`src/rtl/finn_stream_pkg.sv`:
```
// Shared constants and helpers for the FINN-style stream adapters.
// Latency: n/a (package only).
// Backpressure: n/a (package only).
// Contents: default element width, monitor counter width, index sizing helper,
//           packing-order constant (LSB-first: element 0 lands in bits [IN_W-1:0]).
package finn_stream_pkg;

  localparam int IN_W_DEF  = 8;
  localparam int CNT_W_DEF = 9;

  // 1 = first accepted element of a word occupies the least significant slot.
  localparam bit PACK_LSB_FIRST = 1'b1;

  // Width needed to hold an index 0..v-1, never less than one bit.
  function automatic int clog2_min1(input int v);
    return (v <= 2) ? 1 : $clog2(v);
  endfunction

endpackage

```
`src/rtl/axis_upsizer_reader_if.sv`:
```
// AXI-Stream style bundle (data/valid/ready) used for both the narrow input and wide output.
// Latency: n/a (wires only).
// Backpressure: TREADY flows from slave to master.
// Ports: TDATA [W-1:0], TVALID, TREADY; master drives data/valid, slave drives ready.
interface axis_upsizer_reader_if #(
  parameter int W = 8
) ();

  logic [W-1:0] TDATA;
  logic         TVALID;
  logic         TREADY;

  modport master (output TDATA, output TVALID, input TREADY);
  modport slave  (input TDATA, input TVALID, output TREADY);

endinterface

```
`src/rtl/axis_out_reg.sv`:
```
// Output word register with valid flag for the upsizer.
// Latency: a load presents TVALID/TDATA on the following cycle.
// Backpressure: word and valid are frozen while TVALID=1 and TREADY=0.
// Ports: ap_clk, ap_rst_n (sync, active-low), load_i/load_dat_i (new word),
//        out_V (master side of the wide stream).
module axis_out_reg #(
  parameter int W = 32
) (
  input  logic                  ap_clk,
  input  logic                  ap_rst_n,
  input  logic                  load_i,
  input  logic [W-1:0]          load_dat_i,
  axis_upsizer_reader_if.master out_V
);

  logic         vld_q, vld_d;
  logic [W-1:0] dat_q, dat_d;

  // The parent only raises load_i when the register is empty or being drained
  // this cycle, so a load always wins and keeps valid high without a bubble.
  always_comb begin
    vld_d = vld_q;
    dat_d = dat_q;
    if (load_i) begin
      vld_d = 1'b1;
      dat_d = load_dat_i;
    end else if (vld_q && out_V.TREADY) begin
      vld_d = 1'b0;
    end
  end

  always_ff @(posedge ap_clk) begin
    if (!ap_rst_n) begin
      vld_q <= 1'b0;
      dat_q <= '0;
    end else begin
      vld_q <= vld_d;
      dat_q <= dat_d;
    end
  end

  assign out_V.TVALID = vld_q;
  assign out_V.TDATA  = dat_q;

endmodule

```
`src/rtl/axis_upsizer_reader.sv`:
```
// Packs RATIO consecutive IN_W-bit stream elements into one wide word, with frame monitors.
// Latency: 1 cycle from the last element of a word to TVALID on the output.
// Backpressure: input stalls only when the final element would overwrite an unconsumed word.
// Ports: ap_clk, ap_rst_n (sync, active-low), in0_V (narrow slave stream),
//        out_V (wide master stream), beat_count, word_count, frame_done.
module axis_upsizer_reader
  import finn_stream_pkg::*;
#(
  parameter int IN_W      = IN_W_DEF,
  parameter int RATIO     = 4,
  parameter int NUM_WORDS = 256,
  parameter int CNT_W     = CNT_W_DEF
) (
  input  logic                  ap_clk,
  input  logic                  ap_rst_n,
  axis_upsizer_reader_if.slave  in0_V,
  axis_upsizer_reader_if.master out_V,
  output logic [CNT_W-1:0]      beat_count,
  output logic [CNT_W-1:0]      word_count,
  output logic                  frame_done
);

  localparam int                IDX_W     = clog2_min1(RATIO);
  localparam int                ACC_W     = (RATIO - 1) * IN_W;
  localparam logic [IDX_W-1:0]  IDX_LAST  = IDX_W'(RATIO - 1);
  localparam logic [CNT_W-1:0]  WORD_LAST = CNT_W'(NUM_WORDS - 1);

  if (RATIO < 2) begin : g_ratio_check
    $error("axis_upsizer_reader: RATIO must be at least 2");
  end

  // Slot index of element k inside the packed output word.
  function automatic int slot_pos(input int k);
    return PACK_LSB_FIRST ? k : (RATIO - 1 - k);
  endfunction

  logic [IDX_W-1:0]       idx_q, idx_d;
  logic [ACC_W-1:0]       acc_q, acc_d;
  logic [CNT_W-1:0]       beat_q, beat_d;
  logic [CNT_W-1:0]       word_q, word_d;
  logic                   frame_done_q, frame_done_d;
  logic                   in_rdy, in_xfer, last_xfer, out_xfer, frame_wrap;
  logic [IN_W*RATIO-1:0]  load_dat;

  // Only the final element of a word needs room in the output register;
  // out_V.TREADY reaching here is the sole combinational ready path.
  assign in_rdy       = ap_rst_n && ((idx_q != IDX_LAST) || !out_V.TVALID || out_V.TREADY);
  assign in0_V.TREADY = in_rdy;
  assign in_xfer      = in0_V.TVALID && in_rdy;
  assign last_xfer    = in_xfer && (idx_q == IDX_LAST);
  assign out_xfer     = out_V.TVALID && out_V.TREADY;
  assign frame_wrap   = out_xfer && (word_q == WORD_LAST);

  always_comb begin
    load_dat = '0;
    for (int k = 0; k < RATIO - 1; k++) begin
      load_dat[slot_pos(k)*IN_W +: IN_W] = acc_q[k*IN_W +: IN_W];
    end
    load_dat[slot_pos(RATIO-1)*IN_W +: IN_W] = in0_V.TDATA;
  end

  always_comb begin
    idx_d = idx_q;
    acc_d = acc_q;
    if (in_xfer) begin
      if (idx_q == IDX_LAST) begin
        idx_d = '0;
      end else begin
        acc_d[int'(idx_q)*IN_W +: IN_W] = in0_V.TDATA;
        idx_d = idx_q + IDX_W'(1);
      end
    end
  end

  // A beat accepted on the same edge as the frame wrap belongs to the new
  // frame, so the cleared counter restarts at one rather than zero.
  always_comb begin
    beat_d       = beat_q;
    word_d       = word_q;
    frame_done_d = 1'b0;
    if (in_xfer && (beat_q != '1)) begin
      beat_d = beat_q + CNT_W'(1);
    end
    if (out_xfer) begin
      word_d = frame_wrap ? '0 : word_q + CNT_W'(1);
    end
    if (frame_wrap) begin
      frame_done_d = 1'b1;
      beat_d       = in_xfer ? CNT_W'(1) : '0;
    end
  end

  always_ff @(posedge ap_clk) begin
    if (!ap_rst_n) begin
      idx_q        <= '0;
      acc_q        <= '0;
      beat_q       <= '0;
      word_q       <= '0;
      frame_done_q <= 1'b0;
    end else begin
      idx_q        <= idx_d;
      acc_q        <= acc_d;
      beat_q       <= beat_d;
      word_q       <= word_d;
      frame_done_q <= frame_done_d;
    end
  end

  axis_out_reg #(
    .W (IN_W * RATIO)
  ) u_out_reg (
    .ap_clk     (ap_clk),
    .ap_rst_n   (ap_rst_n),
    .load_i     (last_xfer),
    .load_dat_i (load_dat),
    .out_V      (out_V)
  );

  assign beat_count = beat_q;
  assign word_count = word_q;
  assign frame_done = frame_done_q;

endmodule

```
`src/flat_wrapper.sv`:
```
// flat-port wrapper written by rule: the top's interface ports become plain ports
module axis_upsizer_reader_flat import finn_stream_pkg::*;
#(
  parameter int IN_W      = IN_W_DEF,
  parameter int RATIO     = 4,
  parameter int NUM_WORDS = 256,
  parameter int CNT_W     = CNT_W_DEF
)
  (ap_clk, ap_rst_n, beat_count, word_count, frame_done, in0_V_TDATA, in0_V_TVALID, in0_V_TREADY, out_V_TDATA, out_V_TVALID, out_V_TREADY);
  axis_upsizer_reader_if #(.W(8)) in0_V_i ();
  axis_upsizer_reader_if #(.W(32)) out_V_i ();
  input  logic ap_clk;
  input  logic ap_rst_n;
  output logic [CNT_W-1:0] beat_count;
  output logic [CNT_W-1:0] word_count;
  output logic frame_done;
  input wire logic [$bits(in0_V_i.TDATA)-1:0] in0_V_TDATA;
  input wire logic [$bits(in0_V_i.TVALID)-1:0] in0_V_TVALID;
  output wire logic [$bits(in0_V_i.TREADY)-1:0] in0_V_TREADY;
  output wire logic [$bits(out_V_i.TDATA)-1:0] out_V_TDATA;
  output wire logic [$bits(out_V_i.TVALID)-1:0] out_V_TVALID;
  input wire logic [$bits(out_V_i.TREADY)-1:0] out_V_TREADY;
  assign in0_V_i.TDATA = in0_V_TDATA;
  assign in0_V_i.TVALID = in0_V_TVALID;
  assign in0_V_TREADY = in0_V_i.TREADY;
  assign out_V_TDATA = out_V_i.TDATA;
  assign out_V_TVALID = out_V_i.TVALID;
  assign out_V_i.TREADY = out_V_TREADY;
  axis_upsizer_reader #(.IN_W(IN_W), .RATIO(RATIO), .NUM_WORDS(NUM_WORDS), .CNT_W(CNT_W)) u_core (.ap_clk(ap_clk), .ap_rst_n(ap_rst_n), .in0_V(in0_V_i), .out_V(out_V_i), .beat_count(beat_count), .word_count(word_count), .frame_done(frame_done));
endmodule
```
`config.mk`:
```
export PLATFORM = sky130hd
export DESIGN_NAME = axis_upsizer_reader_flat
export DESIGN_NICKNAME = d
export VERILOG_FILES = /design/src/rtl/finn_stream_pkg.sv /design/src/rtl/axis_upsizer_reader_if.sv /design/src/rtl/axis_out_reg.sv /design/src/rtl/axis_upsizer_reader.sv /design/src/flat_wrapper.sv
export SDC_FILE = /design/constraint.sdc
export NUM_CORES = 1
export LEC_CHECK = 0
export CAP_MARGIN = 20
export CORE_MARGIN = 4
export CORE_UTILIZATION = 46
export CTS_CLUSTER_SIZE = 14
export DETAILED_ROUTE_END_ITERATION = 7
export HOLD_SLACK_MARGIN = 0.08
export PLACE_DENSITY_LB_ADDON = 0.25
export SLEW_MARGIN = 20
export SYNTH_ARGS = -nofsm -noshare
export SYNTH_HDL_FRONTEND = slang
export SYNTH_SLANG_ARGS = --single-unit
```
`constraint.sdc`:
```
create_clock -name ap_clk -period 1.8 [get_ports ap_clk]
set_input_delay 0.54 -clock ap_clk [delete_from_list [all_inputs] [get_ports ap_clk]]
set_output_delay 0.54 -clock ap_clk [all_outputs]
set_load 0.02 [all_outputs]
```
==> run metrics <==
Hold Slack 458 ps; share of cells above drive strength 1 0.154; Inserted Clock Buffers 9; Die ar. 8530 sq um; Fin. Hold Viols 0; power share of the clock group 0.432; Design Power 0.00349 W; Pre-antenna DRT Iters 4; Post-Synth Adder-Cell Area 0.0344; largest net degree at the start of global routing 61; Mean Syn Cell Area 8.33 sq um; Root Driver clkbuf_8; WL/cell 14.6 um; PnR worst setup slack -66.7 ps; sequential power share 0.501; final instance area 4450 sq um; fillcell total 592; Lkg Pwr 1.74 nW; vias after detailed routing 3115; Mapped Area 3270 sq um; max_slew headroom 0.584; Final ANT Viol Nets 0; CTS H-tree lvls 3; crit-path max FO 2; worst hold-check path type reg -> reg; Diodes inserted 0; Yosys cell types 35; Worst Tran Pin Value 624 ps; DRC violations left 0; Chip Width 92.4 um; Cell Area, Placed 4180 sq um; Switch Pwr 0.000854 W; XOR/XNOR Fraction of Synth Area 0.00535; Post-synth top cells 78 x dfxtp_1, 72 x a21oi_1, 69 x nand3_1; initial antenna violation count 0; Hold-fix buffers, CTS 0; failing checks negative setup slack; endpoints failing setup 2; # rows 30; Skew-Pair Late Insertion Delay 360 ps; Pwr Density 784 nW/um^2; Hold Crit Start u_core.acc_q[8]; Crit. Startpoint u_core.idx_q[1]; period utilisation layout 1.04; Max Buffers Root-to-Sink 2; CTS clk-pin slew, worst paths 90 ps; WL final 8310 um; largest area contributor in the netlist dfxtp_1; PortBufs 64; final layout net count 490; Final Util 0.648; EDFF count, synth 0; maximum vdd drop 510 uV; prevailing post-synth register cell dfxtp_1; mux share of post-synthesis cell area 0.00612; Initial Util 0.477; fmax 0.536 GHz; first-pass GRT wire length 13700 um; combinational power share 0.066; Pint 0.00264 W; Num Clock Sinks 78; top-area cell type share of the netlist area 0.477; synthesized netlist cell count 393; Synth area leaders dfxtp_1 48%, a21oi_1 11%, nand3_1 11%, o21ai_0 5.8%, nand2_1 3.8%; core area 6870 sq um; RSZ-0062 raised after global routing true; CP required 1260 ps; GR Util All Layers 0.197; # IOs 65; worst setup path class reg -> out; vias per inst 5.46; Post-Syn Nets 414; Synth Area in Compound Gates 0.194; Sw Ratio 0.245; CTS tree done; main combinational cell family by area after synthesis simple AND/OR/NAND/NOR gates; count of pins over their slew limit 0; Area Growth Syn to Fin 36.0%; Seq/Total Area, Yosys 0.477; Remaining Overflow, GRT 0; most frequent cell after synthesis dfxtp_1; Worst Setup Start Kind flop; chip height 92.4 um; count of maximum capacitance violations 0; outcome finished with violations; dpl ws -717 ps; Layout Skew 10.5 ps; Seq cells post-synth 78; critical path arrival 1330 ps; HPWL Detailed 5480 um; Post-Synth Simple-Gate Area 0.232; Synth warnings 0; R2R Path Start u_core.beat_count[0]; vias in the first global route 2897; fraction of registers with async set or reset after synthesis 0; crit end category output pin; Iter 0 DRT Violations 182; placer congestion estimate 0.810; Min Clock Period, post-route 1870 ps
## sequential cells by signal, summed over array words and instances, names as in the netlist
register	flops
u_core.frame_done	1
u_core.idx_q	2
u_core.u_out_reg.out_V.TVALID	1
u_core.u_out_reg.out_V.TDATA	32
u_core.word_count	9
u_core.beat_count	9
u_core.acc_q	24
## layout make-up
cell class	instances	area, sq um	share of cell area
clock inverter	7	103	0.0231
tap	96	120	0.0270
timing repair buffer	98	875	0.197
sequential	78	1570	0.353
clock buffer	9	124	0.0278
inverter	5	20.0	0.00450
multi-input combinational	277	1640	0.369
## placed cells by master, fill, tap and decap left out, types with 2 or more instances in the layout
master / instances
buf_12: 3
ha_4: 2
inv_1: 4
nand2_1: 33
nand3_1: 68
or4_1: 5
and3b_1: 2
nand4_1: 3
a21oi_1: 71
mux2i_1: 2
nor3b_2: 2
nor2_1: 3
dfxtp_1: 72
dfxtp_2: 6
clkdlybuf4s50_1: 9
bufinv_16: 2
clkbuf_8: 9
buf_4: 29
xor2_1: 2
buf_6: 3
dlygate4sd2_1: 54
and4b_1: 3
nand4b_1: 4
or3_1: 4
nand3b_1: 4
ha_1: 6
clkinv_2: 2
inv_6: 3
o31ai_1: 7
o211ai_1: 2
o21ai_0: 38
## kinds of logic (layout without fill, tap and decap cells)
| family | count (synthesis) | after routing |
|---|---|---|
| adder cells (fa/ha/maj) | 9 | 9 |
| multiplexers | 2 | 2 |
| buffers and inverters | 38 | 119 |
| AND/OR/NAND/NOR | 143 | 143 |
| flip-flops | 78 | 78 |
| AO/OA/AOI/OAI | 121 | 121 |
| XOR/XNOR | 2 | 2 |
## metal layers
layer / vias to the layer above / part of all wire / routed length (um) / track usage
met5: - / 0 / 0 / 0
met4: 0 / 0.011 / 95 / 0.0681
met3: 9 / 0.045 / 376 / 0.0512
met1: 1470 / 0.47 / 3880 / 0.268
met2: 68 / 0.48 / 3950 / 0.302
li1: 1568 / - / - / -
## timing repair
| item | 4_1_cts | 5_1_grt |
|---|---|---|
| hold endpoints to repair | 0 | 0 |
| setup endpoints to repair | 57 | 13 |
| buffers inserted | 0 | 2 |
| pin swaps | 1 | 11 |
| gates resized for setup | 64 | 18 |
## through the flow
| step | std cells | TNS, ps |
|---|---|---|
| 6_report | 570 | -108 |
| 2_1_floorplan | 393 | -28.8 |
| 4_1_cts | 568 | -71.1 |
| 3_3_place_gp | 552 | -12200 |
| 5_1_grt | 570 | -296 |
| 3_5_place_dp | 552 | -14030 |
## power by group through the flow
stage	Sequential [W]	Combinational (W)	Clock [W]
global placement	0.00179	0.000217	0
floorplan	0.00179	0.000109	0
CTS	0.00175	0.000220	0.00152
detailed placement	0.00179	0.000221	0
global route	0.00175	0.000253	0.00160
finish	0.00175	0.000232	0.00151
## final timing paths
check	end	slack, ps	cells after the start
worst min register to register	u_core.acc_q[8]	460	2
worst min-delay path	u_core.acc_q[8]	460	2
worst max register to register	u_core.beat_count[4]	-40	8
worst max-delay path	in0_V_TREADY	-70	4
## critical path, cell delays in order (launching register included)
cell and delay, ps:
dfxtp_1 340, ha_4 160, and3b_2 240, nor2_4 110
buf_6 120
Note: power is estimated with default switching activity, not from simulation.
